$ cat src/rtl/dram_req_sequencer.sv
// ============================================================================
// Module   : dram_req_sequencer
// Purpose  : Converts a 288-bit single-cycle user request port into the DDR2
//            controller's two-beat application protocol. Writes go out as a
//            command cycle carrying beat 0 followed by beat 1. Reads are
//            credit-limited, and their two return beats are reassembled into
//            one 288-bit response. All request traffic is gated on phy_rdy.
// Ports    : clk0, rst0_n            - clock, async active-low reset
//            phy_rdy                 - controller calibration complete
//            usr_req_* / usr_wr_*    - user request (valid/ready handshake)
//            usr_rd_valid/_data      - reassembled read response (1-cycle pulse)
//            rd_outstanding          - reads issued but not fully returned
//            err_unexp_rd            - sticky: read beat with nothing outstanding
//            app_cmd_* / app_wr_*    - registered controller command/write bus
//            app_rd_data/_valid      - controller read return beats
// Revision : 1.0 - initial release
// ============================================================================
`default_nettype none

module dram_req_sequencer #(
  parameter int ADDR_WIDTH = 32,
  parameter int BEAT_WIDTH = 144,
  parameter int BE_WIDTH   = 18,
  parameter int MAX_RD_OUT = 8,
  parameter int CNT_WIDTH  = 4
) (
  input  logic                    clk0,
  input  logic                    rst0_n,
  input  logic                    phy_rdy,
  input  logic                    usr_req_valid,
  output logic                    usr_req_ready,
  input  logic                    usr_req_rnw,
  input  logic [ADDR_WIDTH-1:0]   usr_req_addr,
  input  logic [2*BEAT_WIDTH-1:0] usr_wr_data,
  input  logic [2*BE_WIDTH-1:0]   usr_wr_be,
  output logic                    usr_rd_valid,
  output logic [2*BEAT_WIDTH-1:0] usr_rd_data,
  output logic [CNT_WIDTH-1:0]    rd_outstanding,
  output logic                    err_unexp_rd,
  output logic [ADDR_WIDTH-1:0]   app_cmd_addr,
  output logic                    app_cmd_rnw,
  output logic                    app_cmd_valid,
  output logic [BEAT_WIDTH-1:0]   app_wr_data,
  output logic [BE_WIDTH-1:0]     app_wr_be,
  input  logic [BEAT_WIDTH-1:0]   app_rd_data,
  input  logic                    app_rd_valid
);

  typedef enum logic [1:0] {
    ST_IDLE  = 2'd0,
    ST_RUN   = 2'd1,
    ST_WR_B1 = 2'd2
  } state_t;

  state_t                  r_state;
  state_t                  w_state_nxt;
  logic                    w_ready;
  logic                    w_accept;
  logic                    w_rd_inc;
  logic                    w_rd_dec;
  logic                    w_beat_lo;
  logic                    w_beat_unexp;
  logic                    w_full;

  logic                    r_phase;
  logic [BEAT_WIDTH-1:0]   r_rd_lo;
  logic [BEAT_WIDTH-1:0]   r_b1_data;
  logic [BE_WIDTH-1:0]     r_b1_be;
  logic [CNT_WIDTH-1:0]    r_rd_out;

  assign w_full   = (r_rd_out == CNT_WIDTH'(MAX_RD_OUT));
  assign w_accept = usr_req_valid && w_ready;
  assign w_rd_inc = w_accept && usr_req_rnw;

  // A beat in phase 0 with no read outstanding is a protocol error: drop it
  // without advancing the phase so a later legitimate pair stays aligned.
  assign w_beat_unexp = app_rd_valid && !r_phase && (r_rd_out == '0);
  assign w_beat_lo    = app_rd_valid && !r_phase && (r_rd_out != '0);
  assign w_rd_dec     = app_rd_valid && r_phase;

  assign usr_req_ready  = w_ready;
  assign rd_outstanding = r_rd_out;

  always_comb begin
    w_state_nxt = r_state;
    w_ready     = 1'b0;
    case (r_state)
      ST_IDLE: begin
        if (phy_rdy) w_state_nxt = ST_RUN;
      end
      ST_RUN: begin
        // Only reads are credit-limited; writes need nothing but phy_rdy.
        w_ready = phy_rdy && !(usr_req_rnw && w_full);
        if (w_accept && !usr_req_rnw) w_state_nxt = ST_WR_B1;
        else if (!w_accept && !phy_rdy) w_state_nxt = ST_IDLE;
      end
      ST_WR_B1: begin
        w_state_nxt = phy_rdy ? ST_RUN : ST_IDLE;
      end
      default: w_state_nxt = ST_IDLE;
    endcase
  end

  always_ff @(posedge clk0 or negedge rst0_n) begin
    if (!rst0_n) r_state <= ST_IDLE;
    else         r_state <= w_state_nxt;
  end

  // Controller command / write-data bus. Address, rnw and write data hold
  // their last values while no command is issued.
  always_ff @(posedge clk0 or negedge rst0_n) begin
    if (!rst0_n) begin
      app_cmd_valid <= 1'b0;
      app_cmd_rnw   <= 1'b0;
      app_cmd_addr  <= '0;
      app_wr_data   <= '0;
      app_wr_be     <= '0;
      r_b1_data     <= '0;
      r_b1_be       <= '0;
    end else begin
      app_cmd_valid <= w_accept;
      if (w_accept) begin
        app_cmd_rnw  <= usr_req_rnw;
        app_cmd_addr <= usr_req_addr;
        if (!usr_req_rnw) begin
          app_wr_data <= usr_wr_data[BEAT_WIDTH-1:0];
          app_wr_be   <= usr_wr_be[BE_WIDTH-1:0];
          r_b1_data   <= usr_wr_data[2*BEAT_WIDTH-1:BEAT_WIDTH];
          r_b1_be     <= usr_wr_be[2*BE_WIDTH-1:BE_WIDTH];
        end
      end else if (r_state == ST_WR_B1) begin
        app_wr_data <= r_b1_data;
        app_wr_be   <= r_b1_be;
      end
    end
  end

  // Read return reassembly and outstanding-read credit counter.
  always_ff @(posedge clk0 or negedge rst0_n) begin
    if (!rst0_n) begin
      r_phase      <= 1'b0;
      r_rd_lo      <= '0;
      r_rd_out     <= '0;
      usr_rd_valid <= 1'b0;
      usr_rd_data  <= '0;
      err_unexp_rd <= 1'b0;
    end else begin
      usr_rd_valid <= w_rd_dec;
      if (w_beat_unexp) err_unexp_rd <= 1'b1;
      if (w_beat_lo) begin
        r_rd_lo <= app_rd_data;
        r_phase <= 1'b1;
      end
      if (w_rd_dec) begin
        usr_rd_data <= {app_rd_data, r_rd_lo};
        r_phase     <= 1'b0;
      end
      case ({w_rd_inc, w_rd_dec})
        2'b10:   r_rd_out <= r_rd_out + 1'b1;
        2'b01:   r_rd_out <= r_rd_out - 1'b1;
        default: r_rd_out <= r_rd_out;
      endcase
    end
  end

endmodule

`default_nettype wire
$ cat config.mk
export PLATFORM = sky130hd
export DESIGN_NAME = dram_req_sequencer
export DESIGN_NICKNAME = d
export VERILOG_FILES = /design/src/rtl/dram_req_sequencer.sv
export SDC_FILE = /design/constraint.sdc
export NUM_CORES = 1
export LEC_CHECK = 0
export CORE_AREA = 2 2 389 391
export DETAILED_ROUTE_END_ITERATION = 10
export DIE_AREA = 0 0 391 393
export PLACE_DENSITY_LB_ADDON = 0.3
export SKIP_CTS_REPAIR_TIMING = 1
export SYNTH_ARGS = -nofsm -noshare
export SYNTH_HDL_FRONTEND = slang
export SYNTH_SLANG_ARGS = --single-unit
$ cat constraint.sdc
create_clock -name clk0 -period 3.9 [get_ports clk0]
set_input_delay 0.78 -clock clk0 [delete_from_list [all_inputs] [get_ports clk0]]
set_output_delay 0.78 -clock clk0 [all_outputs]
set_load 0.05 [all_outputs]
==> out/metrics.csv, run 1 <==
metric,value,unit
core-area,149000,um^2
synth_area_per_cell,14.4,um^2
detailroute.via_count,21695,
timing.final.crit_share,77.0,%
synth.area.top_cells,"dfrtp_1, mux2_2, a2bb2oi_1",
clock_latency,680,ps
port_buffers,996,
cts_made_buffers,94,
antenna_left,0,
drtIter0Drc,831,
routabilityCongestion,0.824,
syn_to_final_growth,50.5,%
hpwl,82500,um
fp.dieArea,154000,um^2
track_usage,14.0,%
grt_overflow,0,
yosys_warnings,0,
syn_inst,2159,
ios,997,
cts_tree,built,
irDropWorstVdd,0.620,mV
ys_ff_latch,799,
critPathKind,flip-flop to output port,
antenna_found_initial,18,
grt_max_degree,148,
final_layout_size_suffix_gt1_share,24.8,%
synth-seq-area-share,64.5,%
n_fill_cell,15133,
firstDrtPassIters,5,
hold_path_class,primary input to asynchronous set/reset pin,
wl,112000,um
cp-end-kind,output port,
cts.path.max_buffers,3,
post-route-util,31.3,%
layout.nets,3681,
relSlewSlack,29.1,%
path_clk_slew,60,ps
synth_top_area_share,64.5,%
status,"finished, final reports clean",
synth_cell_type_count,37,
synth_commonest_cells,"dfrtp_1, mux2_2, nand2_1",
rows,142,
path_delay_family,buffers and inverters,
hold_viol_final,0,
slowest_delay,910,ps
cp.required,3120,ps
arrival,2220,ps
initial_core_util,20.8,%
skew,40.6,ps
critical_path_peak_fanout,2,
synthArstFlopShare,100,%
synth_top_cell_by_area,dfrtp_1,
die-width,391,um
ys.flop_type,dfrtp_1,
drv_cap,0,
worst_slew_pin_slew,1060,ps
critPathSlowestCell,clkdlybuf4s50_1,
synth_edf_count,0,
cts_root_buf,clkbuf_16,
cp-start-kind,flip-flop,
drt-vias-per-instance,4.17,
grt_setup_unrepaired,no,
setup_viol,0,
p_leak,0.0195,uW
routedWlPerCell,21.6,um
fmax,333,MHz
drc,0,
grt_pass1_wl,160000,um
synth.most_common_cell,dfrtp_1,
die_h,393,um
fin_crit,3000,ps
power_density,884,nW/um^2
syn_nets,2668,
synthesis.area,31000,um^2
tns,0,ps
final_max_slew_viol_count,0,
grt_pass1_vias,22492,
ctsHtreeMaxLevel,3,
crit_buf_inv,1,
cp_cell_sequence,clkdlybuf4s50_1,
cts_num_sinks,799,
## final timing paths
check / from / to / slack (ps) / cells past startpoint
worst max-delay path: usr_rd_data[222] / usr_rd_data[222] / 900 / 1
worst min-delay path: rst0_n / usr_rd_data[200] / 150 / 1
worst max register to register: rd_outstanding[1] / app_wr_data[101] / 1220 / 6
worst min register to register: app_cmd_addr[3] / app_cmd_addr[3] / 470 / 2
max in group asynchronous: rst0_n / app_wr_data[121] / 2680 / 2
min in group clk0: app_cmd_addr[3] / app_cmd_addr[3] / 470 / 2
## flip-flops by register name (all words and copies together) (netlist names)
name,flops
app_cmd_rnw,1
rd_outstanding,4
r_rd_lo,144
r_b1_be,18
app_wr_data,144
err_unexp_rd,1
r_phase,1
usr_rd_valid,1
usr_rd_data,288
r_state,2
r_b1_data,144
app_wr_be,18
app_cmd_addr,32
app_cmd_valid,1
## report_power, final
group / total [uW] / internal, uW / switching (uW)
clock: 8830 / 5210 / 3620
sequential: 13600 / 11700 / 1990
combinational: 18800 / 7260 / 11500
total: 41300 / 24100 / 17100
## logic make-up (layout without fill, tap and decap cells)
| group | after synthesis | in the layout | synth area share [%] |
|---|---|---|---|
| AND/OR/NAND/NOR | 279 | 279 | 3.54 |
| multiplexers | 595 | 595 | 22.1 |
| XOR/XNOR | 5 | 5 | 0.141 |
| buffers and inverters | 146 | 1229 | 2.25 |
| flip-flops | 799 | 799 | 64.5 |
| AO/OA/AOI/OAI | 332 | 332 | 7.40 |
| other | 0 | 13 | 0 |
| adder cells (fa/ha/maj) | 3 | 3 | 0.121 |
## cell usage in the layout (no fill, tap or decap), types with 2 or more instances in the layout
master and n:
clkbuf_8 21, inv_1 2, xor2_1 3, dfrtp_1 799, clkdlybuf4s50_1 994, inv_6 4
ha_1 3, clkbuf_1 25, clkbuf_16 95, clkinv_16 2, bufinv_16 5, buf_12 24
xnor2_1 2, clkinv_2 13, a21oi_1 163, diode_2 13, buf_4 41, mux2_2 546
a2bb2oi_1 162, mux2_1 9, mux2_4 40, nand2_1 260, nor2_1 4, nor4b_1 2
## layout make-up
type	count	area, um^2	area share, %
diodes	13	32.5	0.0697
clock buffers	141	2760	5.91
clock inverters	25	325	0.697
inverters	3	16.3	0.0348
multi-input cells	1214	10400	22.2
flip-flops and latches	799	20000	42.8
well taps	1944	2430	5.21
repair buffers	1060	10800	23.0
## layer usage
layer	global-route usage (%)	routed length, um
met5	0	13
met4	4.27	2760
met3	3.72	7180
met2	24.1	57400
met1	17.0	45000
## through the flow
stage / setup slack [ps] / std cells / hold WS (ps) / area, um^2 / power (uW)
finish: 895 / 5199 / 154 / 46700 / 41300
global route: 754 / 5196 / 161 / 46700 / 43100
CTS: 742 / 5186 / 148 / 46600 / 41800
detailed placement: 629 / 5020 / 465 / 43600 / 32800
floorplan: 519 / 2159 / 452 / 31000 / 25300
global placement: 649 / 5020 / 459 / 43600 / 32600
No activity file was read; power rests on OpenSTA's default activity.
==> run 2: changes to the inputs <==
==> constraint.sdc (replaced) <==
create_clock -name clk0 -period 3.1 [get_ports clk0]
set_input_delay 0.62 -clock clk0 [delete_from_list [all_inputs] [get_ports clk0]]
set_output_delay 0.62 -clock clk0 [all_outputs]
set_load 0.05 [all_outputs]
==> out/metrics.csv, run 2 (synthesized netlist as in run 1, its figures left out) <==
metric,value,unit,change
status,"finished, final reports clean",,
layout.nets,3698,,+0.46%
hold_start,usr_req_addr[3],,
die_h,393,um,unchanged
critical_path_peak_fanout,2,,unchanged
whs_path_depth,3,,
drc,0,,unchanged
cts_made_buffers,93,,-1.1%
track_usage,13.8,%,-0.19 points
grt_max_degree,140,,-5.4%
cp.required,2480,ps,-640 ps
ctsHtreeMaxLevel,3,,unchanged
syn_to_final_growth,51.8,%,
hpwl,81400,um,-1.2%
core-area,149000,um^2,unchanged
path_clk_slew,60,ps,about the same
slowest_delay,1020,ps,+110 ps
r2r-start,rd_outstanding[1],,
n_fill_cell,15047,,-0.57%
hold_viol_final,0,,unchanged
rows,142,,unchanged
detailroute.via_count,21570,,-0.58%
tns,0,ps,unchanged
grt_setup_unrepaired,no,,
routabilityCongestion,0.797,,-3.2%
critPathKind,flip-flop to output port,,
cp_cell_sequence,clkdlybuf4s50_1,,
hold_path_class,primary input to flip-flop,,
arrival,2240,ps,+20 ps
cts_root_buf,clkbuf_16,,
top_usage_layer,met2,,
clock_latency,700,ps,+20 ps
met1_usage,16.0,%,-1.0 points
fin_crit,2860,ps,
setup_viol,0,,unchanged
die-width,391,um,unchanged
routedWlPerCell,21.2,um,-2.0%
cts_num_sinks,799,,unchanged
path_delay_family,buffers and inverters,,
initial_core_util,20.8,%,unchanged
fmax,350,MHz,
timing.final.ws_setup,240,ps,-656 ps
crit_buf_inv,1,,unchanged
max_flop_register,usr_rd_data,,
drv_cap,0,,unchanged
startpoint,usr_rd_data[79],,
worst_slew_pin_slew,1050,ps,-18.5 ps
final_common_cell,clkdlybuf4s50_1,,
drt-vias-per-instance,4.13,,-1.0%
cts_tree,built,,
whs,450,ps,+296 ps
final_layout_size_suffix_gt1_share,25.3,%,+0.58 points
dp_cells,5037,,+0.34%
cts.path.max_buffers,3,,unchanged
grt_overflow,0,,unchanged
power_density,1110,nW/um^2,+25%
antenna_left,0,,unchanged
crit_cells,1,,unchanged
final_max_slew_viol_count,0,,unchanged
relSlewSlack,30.3,%,+1.2 points
antenna_found_initial,23,,+5
port_buffers,996,,unchanged
largest_reg_flops,288,,unchanged
timing.final.crit_share,92.3,%,
place_ws,161,ps,-468 ps
fp.dieArea,154000,um^2,unchanged
final_cell_mix,"clkdlybuf4s50_1, dfrtp_1, mux2_2",,
drtIter0Drc,991,,+19%
cp-end-kind,output port,,
grt_pass1_wl,158000,um,-0.86%
use_met3,4.14,%,+0.42 points
firstDrtPassIters,5,,unchanged
wl,111000,um,-1.6%
p_leak,0.0197,uW,+0.99%
skew,54.3,ps,+13.7 ps
cp-start-kind,flip-flop,,
grt_pass1_vias,23035,,+2.4%
met2_usage,23.8,%,-0.39 points
total_power,52200,uW,+27%
critPathSlowestCell,clkdlybuf4s50_1,,
fin_cells,5223,,+0.46%
ios,997,,unchanged
irDropWorstVdd,0.638,mV,+3.0%
r2r_cells,6,,unchanged
[run 2: cell count changes in the layout (fill, tap and decap cells not counted), moves of 2 or more]
cell / change
bufinv_16: +3
inv_16: +2
diode_2: +3
buf_4: +8
buf_12: +10
clkbuf_16: -2
clkbuf_1: -2
clkinv_16: +2
[run 2: per-stage QoR]
stage / cell area [um^2] / utilization, %
after detailed placement: 43800 / 29.4
after CTS: 47000 / 31.5
after global routing: 47100 / 31.6
after floorplan: 31000 / -
final: 47100 / 31.6
after global placement: 43800 / 29.4
[run 2: worst paths after layout]
path | endpoint | slack, ps
worst min-delay path | app_cmd_addr[3] | 450
min in group asynchronous | usr_rd_data[110] | 500
worst max-delay path | usr_rd_data[79] | 240
worst max register to register | app_wr_data[110] | 500
max in group asynchronous | r_b1_data[105] | 1670
worst min register to register | err_unexp_rd | 470
[run 2: per-layer routing]
metal / share of wire [%] / vias up
met2: 51 / 663
met1: 39 / 11002
met5: 0.092 / -
li1: - / 9711
met4: 3.7 / 14
met3: 6.6 / 180
[run 2: cell type report]
cell class	count	area, um^2	share of cell area, %
clock buffer	138	2720	5.77
clock inverter	31	509	1.08
antenna	16	40.0	0.0850
tap	1944	2430	5.16
timing repair buffer	1078	11000	23.4
multi-input combinational	1214	10400	22.0
inverter	3	16.3	0.0345
sequential	799	20000	42.5
[run 2: power by group]
part           leakage, uW  internal [uW]  total [uW]  switching, uW
clock network      0.00157           6790       11500           4680
registers          0.00940          14700       17000           2360
logic              0.00871           9200       23700          14500
